--- src/rtl/shift_add_mul_ctrl.sv ---
// Sequential 8x8 unsigned shift-and-add multiplier sequencing one RCA adder.
// Optional MUL_ZERO_SKIP_EN: a zero operand finishes straight from IDLE.

module RCA (
  input  logic [7:0] x,
  input  logic [7:0] y,
  input  logic       Carry_in,
  output logic [7:0] s,
  output logic       Carry_out
);
  logic [8:0] c;
  assign c[0] = Carry_in;
  for (genvar i = 0; i < 8; i++) begin : g_fa
    assign s[i]   = x[i] ^ y[i] ^ c[i];
    assign c[i+1] = (x[i] & y[i]) | (c[i] & (x[i] ^ y[i]));
  end
  assign Carry_out = c[8];
endmodule

module shift_add_mul_ctrl (
  input  logic        clk,
  input  logic        rst_n,
  input  logic        start,
  input  logic [7:0]  multiplicand,
  input  logic [7:0]  multiplier,
  output logic        busy,
  output logic        done,
  output logic [15:0] product
);
  typedef enum logic [1:0] {IDLE, CALC, DONE} state_t;

  state_t     state, state_nxt;
  logic [7:0] m_q, a_q, q_q;
  logic       c_q;
  logic [2:0] cnt;
  logic [7:0] sum, add_a;
  logic       cout, add_c, zero_skip;

  RCA u_rca (
    .x        (a_q),
    .y        (m_q),
    .Carry_in (1'b0),
    .s        (sum),
    .Carry_out(cout)
  );

  // Conditional add selected by the multiplier LSB.
  assign add_a = q_q[0] ? sum  : a_q;
  assign add_c = q_q[0] ? cout : c_q;

`ifdef MUL_ZERO_SKIP_EN
  assign zero_skip = (multiplicand == 8'd0) || (multiplier == 8'd0);
`else
  assign zero_skip = 1'b0;
`endif

  always_ff @(posedge clk or negedge rst_n) begin
    if (!rst_n) state <= IDLE;
    else        state <= state_nxt;
  end

  always_comb begin
    state_nxt = state;
    case (state)
      IDLE:    if (start) state_nxt = zero_skip ? DONE : CALC;
      CALC:    if (cnt == 3'd7) state_nxt = DONE;
      DONE:    state_nxt = IDLE;
      default: state_nxt = IDLE;
    endcase
  end

  always_ff @(posedge clk or negedge rst_n) begin
    if (!rst_n) begin
      m_q     <= '0;
      a_q     <= '0;
      q_q     <= '0;
      c_q     <= 1'b0;
      cnt     <= '0;
      product <= '0;
      busy    <= 1'b0;
      done    <= 1'b0;
    end else begin
      // Flags registered from the next state so they align with it.
      busy <= (state_nxt == CALC);
      done <= (state_nxt == DONE);
      case (state)
        IDLE: if (start) begin
          m_q <= multiplicand;
          q_q <= multiplier;
          a_q <= '0;
          c_q <= 1'b0;
          cnt <= '0;
          if (zero_skip) product <= '0;
        end
        CALC: begin
          a_q <= {add_c, add_a[7:1]};
          q_q <= {add_a[0], q_q[7:1]};
          c_q <= 1'b0;
          cnt <= cnt + 3'd1;
          if (cnt == 3'd7) product <= {add_c, add_a, q_q[7:1]};
        end
        default: ;
      endcase
    end
  end
endmodule

--- config.mk ---
export PLATFORM = sky130hd
export DESIGN_NAME = shift_add_mul_ctrl
export DESIGN_NICKNAME = d
export VERILOG_FILES = /design/src/rtl/shift_add_mul_ctrl.sv
export SDC_FILE = /design/constraint.sdc
export NUM_CORES = 1
export LEC_CHECK = 0
export ABC_AREA = 0
export ABC_CLOCK_PERIOD_IN_PS = 5600
export BUFFER_PORTS_ARGS = -buffer_cell sky130_fd_sc_hd__buf_2
export CORE_ASPECT_RATIO = 1.1
export CORE_MARGIN = 2
export CORE_UTILIZATION = 35
export CTS_BUF_LIST = sky130_fd_sc_hd__clkbuf_2 sky130_fd_sc_hd__clkbuf_4 sky130_fd_sc_hd__clkbuf_8
export DETAILED_ROUTE_END_ITERATION = 16
export PLACE_DENSITY = 0.59
export SETUP_SLACK_MARGIN = 0.4
export SLEW_MARGIN = 30
export SYNTH_ARGS = -nofsm -noshare
export SYNTH_HDL_FRONTEND = slang
export SYNTH_SLANG_ARGS = --single-unit
--- constraint.sdc ---
create_clock -name clk -period 5.6 [get_ports clk]
set_input_delay 1.12 -clock clk [delete_from_list [all_inputs] [get_ports clk]]
set_output_delay 1.12 -clock clk [all_outputs]
set_load 0.005 [all_outputs]
After elaboration in Yosys (flattened, before gate mapping)
Cells that the tools add are included.

Add/sub/neg operators: 1. Equality and inequality tests: 5. Muxes and demuxes: 13. Bitwise logic cells: 37. Reduce and logical (&&, ||, !) cells: 5.

Operator list (count): case mux 8 bit (2 select lines) (2); two-way mux 8 bit (3); AND 1 bit (15); bitwise XOR 1 bit (15); bitwise OR 1 bit (7); case mux 3 bit (2 select lines) (1); AND reduction 2 bit (3); equality test 2 x 1 -> 1 bit (second input constant) (2); two-way mux 2 bit (2); case mux 2 bit (2 select lines) (1); adder 3 x 1 -> 3 bit (second input constant) (1); equality test 3 bit (second input constant) (1); two-way mux 3 bit (1); equality test 2 bit (second input constant) (1); zero test 2 bit (1); two-way mux 1 bit (2); inequality test 2 bit (second input constant) (1); case mux 1 bit (2 select lines) (1); nonzero test 2 bit (1).

Flip-flop bits (word level): 48. Input bits: 19. Output and inout bits: 18. Logic and storage cells: 70.

Longest topological paths before layout
Depth after elaboration: 17. Gate-level depth with buffers: 12. Gate-level depth less buffers: 12.

Hierarchy
A second synthesis with hierarchy kept.

Cell total of the unflattened synthesis: 180. Area total of the unflattened synthesis: 2208.4 um^2.

Modules (own cells, without submodules): shift_add_mul_ctrl (times used 1, cells each 162, area an instance 2010.7 um^2); RCA (times used 1, cells each 18, area an instance 197.7 um^2).

Worst setup path after synthesis
No wires, ideal clock.

Kind: reg2reg. From: reg m_q[0]. To: reg a_q[6]. Arrival time: 3.120 ns. Data required time: 5.473 ns. Slack: 2.353 ns. Stages on the path, launching flop included: 13. Path buffers: 0. Clock period less this slack: 3.247 ns. Path through: dfrtp_1 > ha_1 > fa_1 > fa_1 > inv_1 > fa_1 > fa_1 > inv_1 > fa_1 > fa_1 > fa_1 > mux2i_1 > o21ai_0.

Longest elaborated chain between the ends: 16.

Ends and longest elaborated chain: from (decl) (RTL line 33) `logic [7:0] m_q, a_q, q_q;`; from (signal assigned) (RTL line 88) `m_q <= multiplicand;`; AND 1 bit (2 in series) (RTL line 15) `assign c[i+1] = (x[i] & y[i]) | (c[i] & (x[i] ^ y[i]));`; bitwise OR 1 bit (RTL line 15); AND 1 bit (RTL line 15); bitwise OR 1 bit (RTL line 15); AND 1 bit (RTL line 15); bitwise OR 1 bit (RTL line 15); AND 1 bit (RTL line 15); bitwise OR 1 bit (RTL line 15); AND 1 bit (RTL line 15); bitwise OR 1 bit (RTL line 15); AND 1 bit (RTL line 15); bitwise OR 1 bit (RTL line 15); bitwise XOR 1 bit (RTL line 14) `assign s[i] = x[i] ^ y[i] ^ c[i];`; two-way mux 8 bit (RTL line 48) `assign add_a = q_q[0] ? sum : a_q;`; case mux 8 bit (2 select lines) (RTL line 86) `case (state)`; to (signal assigned) (RTL line 96) `a_q <= {add_c, add_a[7:1]};`; to (decl) (RTL line 33).

Every way passes these cells. A chain may end at the register's enable or synchronous reset.

Worst setup path after layout
From: reg a_q[0]. To: reg a_q[6].

Longest elaborated chain between the ends: 16.

Ends and longest elaborated chain (RTL line): AND 1 bit (2 in series) (15); bitwise OR 1 bit (15); AND 1 bit (15); bitwise OR 1 bit (15); AND 1 bit (15); bitwise OR 1 bit (15); AND 1 bit (15); bitwise OR 1 bit (15); AND 1 bit (15); bitwise OR 1 bit (15); AND 1 bit (15); bitwise OR 1 bit (15); bitwise XOR 1 bit (14); two-way mux 8 bit (48); case mux 8 bit (2 select lines) (86).

Every way passes these cells.

==> results.md <==
- R2R cell count: 12
- Core Footprint: 5840 um2
- Min-Delay Endpoint: product[9]
- # IOs: 37
- CP Class: reg -> reg
- Max rail drop VDD: 256 uV
- Worst Hold Depth: 2
- WP data required: 5.77 ns
- PostCTS Resize Cnt: 0
- Slowest cell delay on critical path: 0.43 ns
- Relative slew margins: 60.1%
- Post-DR wirelength/cell: 14.4 um
- M1 GR Usage: 18.0%
- CTS Hold Bufs: 0
- Crit. End Element: flip-flop
- Reg area: 1180 um2
- Max-Cap Viols: 0
- Area of the multi-input gates: 863 um2
- Reg-to-reg slack, setup: 2.12 ns
- Final setup fails: 0
- Site Rows: 29
- Period minus WS final: 3.48 ns
- Pin count of the biggest net entering global routing: 48
- Via count: 1,379
- WHS: 0.476 ns
- Worst-Skew Late Latency: 0.30 ns
- Post-route ant nets: 0
- Pins over their slew limit: 0
- CTS sink count: 47
- GRT Max-Usage Layer: met2
- Status: finished, final reports clean
- # nets final: 235
- Antenna cells: 0
- Pre-antenna DRT Iters: 4
- Slowest cell on the critical path: fa_1
- Met3 usage: 3.79%
- Full die area: 6730 um2
- H-tree depth: 2
- Grt total ovfl: 0
- Vias in the first global route: 1,410
- Clock Path Buffers: 2
- RSZ-0062 raised after global routing: false
- Final Skew: 0.00514 ns
- Initial cell density of the core: 36.5%
- Synthesis-to-layout area growth: 15.4%
- Placed instance area: 2360 um2
- Fmax achieved: 288 MHz
- Syn nets: 200
- Worst path buffer plus inverter count: 2
- Postcts setup bufs: 0
- Worst EP arrival: 3.65 ns
- Mapped cell area: 2130 um2
- Total power: 1440 uW
- Min-Delay Startpoint: product[9]
- Clock-pin slew on the worst setup and hold paths: 0.08 ns
- Switching Share: 36.8%
- Max FO, Critical Path: 3
- Pwr/cell area: 586 nW/um2
- Routability cong.: 0.716
- Initial antenna violation count: 1
- Psw: 530 uW
- DR iter-0 viols: 36
- Cts bufs inserted: 5
- Final WL: 4.09 mm
- Syn avg cell area: 12.5 um2
- Total track usage: 13.7%
- Post-DP HPWL: 2.80 mm
- # fillers: 573
- CP dominant cell by count: fa_1
- Slew @ Worst Pin: 0.598 ns
- Combinational group share of total power: 40.3%
- Flops & latches, synth: 47
- R2R Path End: a_q[6]
- TNS Setup: 0 ns
- # DRC: 0
- Layout cells sized above 1: 31.4%
- Drt via density: 4.86
- Input/output buffers: 36
- Type of origin of the critical path: flip-flop
- Synthesized instance count: 171
- Synth warn: 0
- CTS Root Cell: clkbuf_8
- Sequential power share: 43.9%
- Die H: 85.8 um
- Power share of the clock group: 15.8%
- Die span in x: 78.4 um
- Global-route wire length before repair: 7.07 mm
- Final worst-path cycle share: 62.1%
- Distinct cells, synth: 26
- Leak: 0.00118 uW
- Worst hold path class: reg -> reg
- Sequential area share after synthesis: 55.2%
- Top delay family on crit path: adder cells
- Internal power: 911 uW
- Grt met2 use: 22.0%
- CTS tree: done
- Chain of cells forming the critical path: ha_1 > fa_1 > fa_1 > inv_1 > fa_1 > fa_1 > inv_1 > fa_1 > fa_1 > fa_1 > mux2i_1 > o21ai_0
- Reg2Reg Launch Point: a_q[0]
- Endpoints failing hold: 0
- Post-route cell area: 2460 um2
==> cells in the mapped netlist, drive strengths merged <==
cell type,instances,area share (%)
mux2i,6,2.8
nor2b,1,0.29
nand2b,2,0.70
o21bai,1,0.53
clkbuf,1,0.18
nand2,21,3.7
a221oi,1,0.70
nor2,2,1.1
inv,10,1.8
a21oi,9,2.1
fa,7,6.6
a22o,2,0.82
dfrtp,47,55
mux2,15,9.3
o21ai,20,4.7
nand3b,1,0.94
o22ai,15,4.4
buf,7,2.3
ha,3,1.8
==> layout make-up <==
cell class,count,area share [%]
Clock buffer,8,4.22
Inverter,10,1.53
Multi-Input combinational cell,106,35.1
Sequential cell,47,47.8
Tap cell,77,3.92
Timing Repair Buffer,36,7.43
==> worst min-delay path, cell delays in order, from the launching register on <==
cell and delay (ns):
dfrtp_1 0.34, nand2_1 0.05, o21ai_0 0.05
==> placed cells by master (no fill, tap or decap), types with 2 or more instances in the layout <==
cell      count
mux2_4        8
inv_1         9
o22ai_1      15
nand2_1      21
clkbuf_8      7
a22o_1        2
ha_1          3
a21oi_1       9
o21ai_0      18
mux2i_1       6
o21ai_1       2
buf_2        35
dfrtp_1      47
mux2_2        7
fa_1          7
==> kinds of logic (layout without fill, tap and decap cells) <==
logic type,Yosys count,count (layout),share of synthesized area [%]
multiplexers,21,21,12.2
buffers and inverters,18,54,4.29
AO/OA/AOI/OAI,48,48,13.3
AND/OR/NAND/NOR,27,27,6.75
adder cells (fa/ha/maj),10,10,8.34
flip-flops,47,47,55.2
==> sequential cells by signal, indices dropped and copies added (netlist names) <==
name,cells
busy,1
cnt,3
a_q,8
product,16
done,1
state,2
m_q,8
q_q,8
==> through the flow <==
stage	utilization [%]	worst slack, ns	std cells
floorplan	-	2.35	171
CTS	42.1	2.14	284
global placement	40.3	2.27	276
detailed placement	40.3	2.14	276
finish	42.1	2.12	284
global route	42.1	1.93	284
==> power by group through the flow <==
stage                     Clock (uW)  Sequential, uW  Combinational (uW)
final                            228             634                 580
after global routing             254             660                 679
after CTS                        234             636                 593
after detailed placement           0             642                 590
after global placement             0             637                 566
after floorplan                    0             605                 443
==> layer usage <==
| layer | vias to the layer above | part of all wire (%) |
|---|---|---|
| met4 | 2 | 1.3 |
| met3 | 9 | 4.6 |
| met1 | 667 | 46 |
| met5 | - | 0.39 |
| li1 | 669 | - |
| met2 | 32 | 48 |
==> worst max path at each step <==
stage	to	start	slack, ns	cells past startpoint
floorplan	a_q[6]	m_q[0]	2.35	12
global placement	a_q[6]	a_q[0]	2.27	12
detailed placement	a_q[6]	a_q[0]	2.14	12
CTS	a_q[6]	a_q[0]	2.14	12
global route	a_q[6]	a_q[0]	1.93	12
finish	a_q[6]	a_q[0]	2.12	12
No activity file was read; power rests on OpenSTA's default activity.
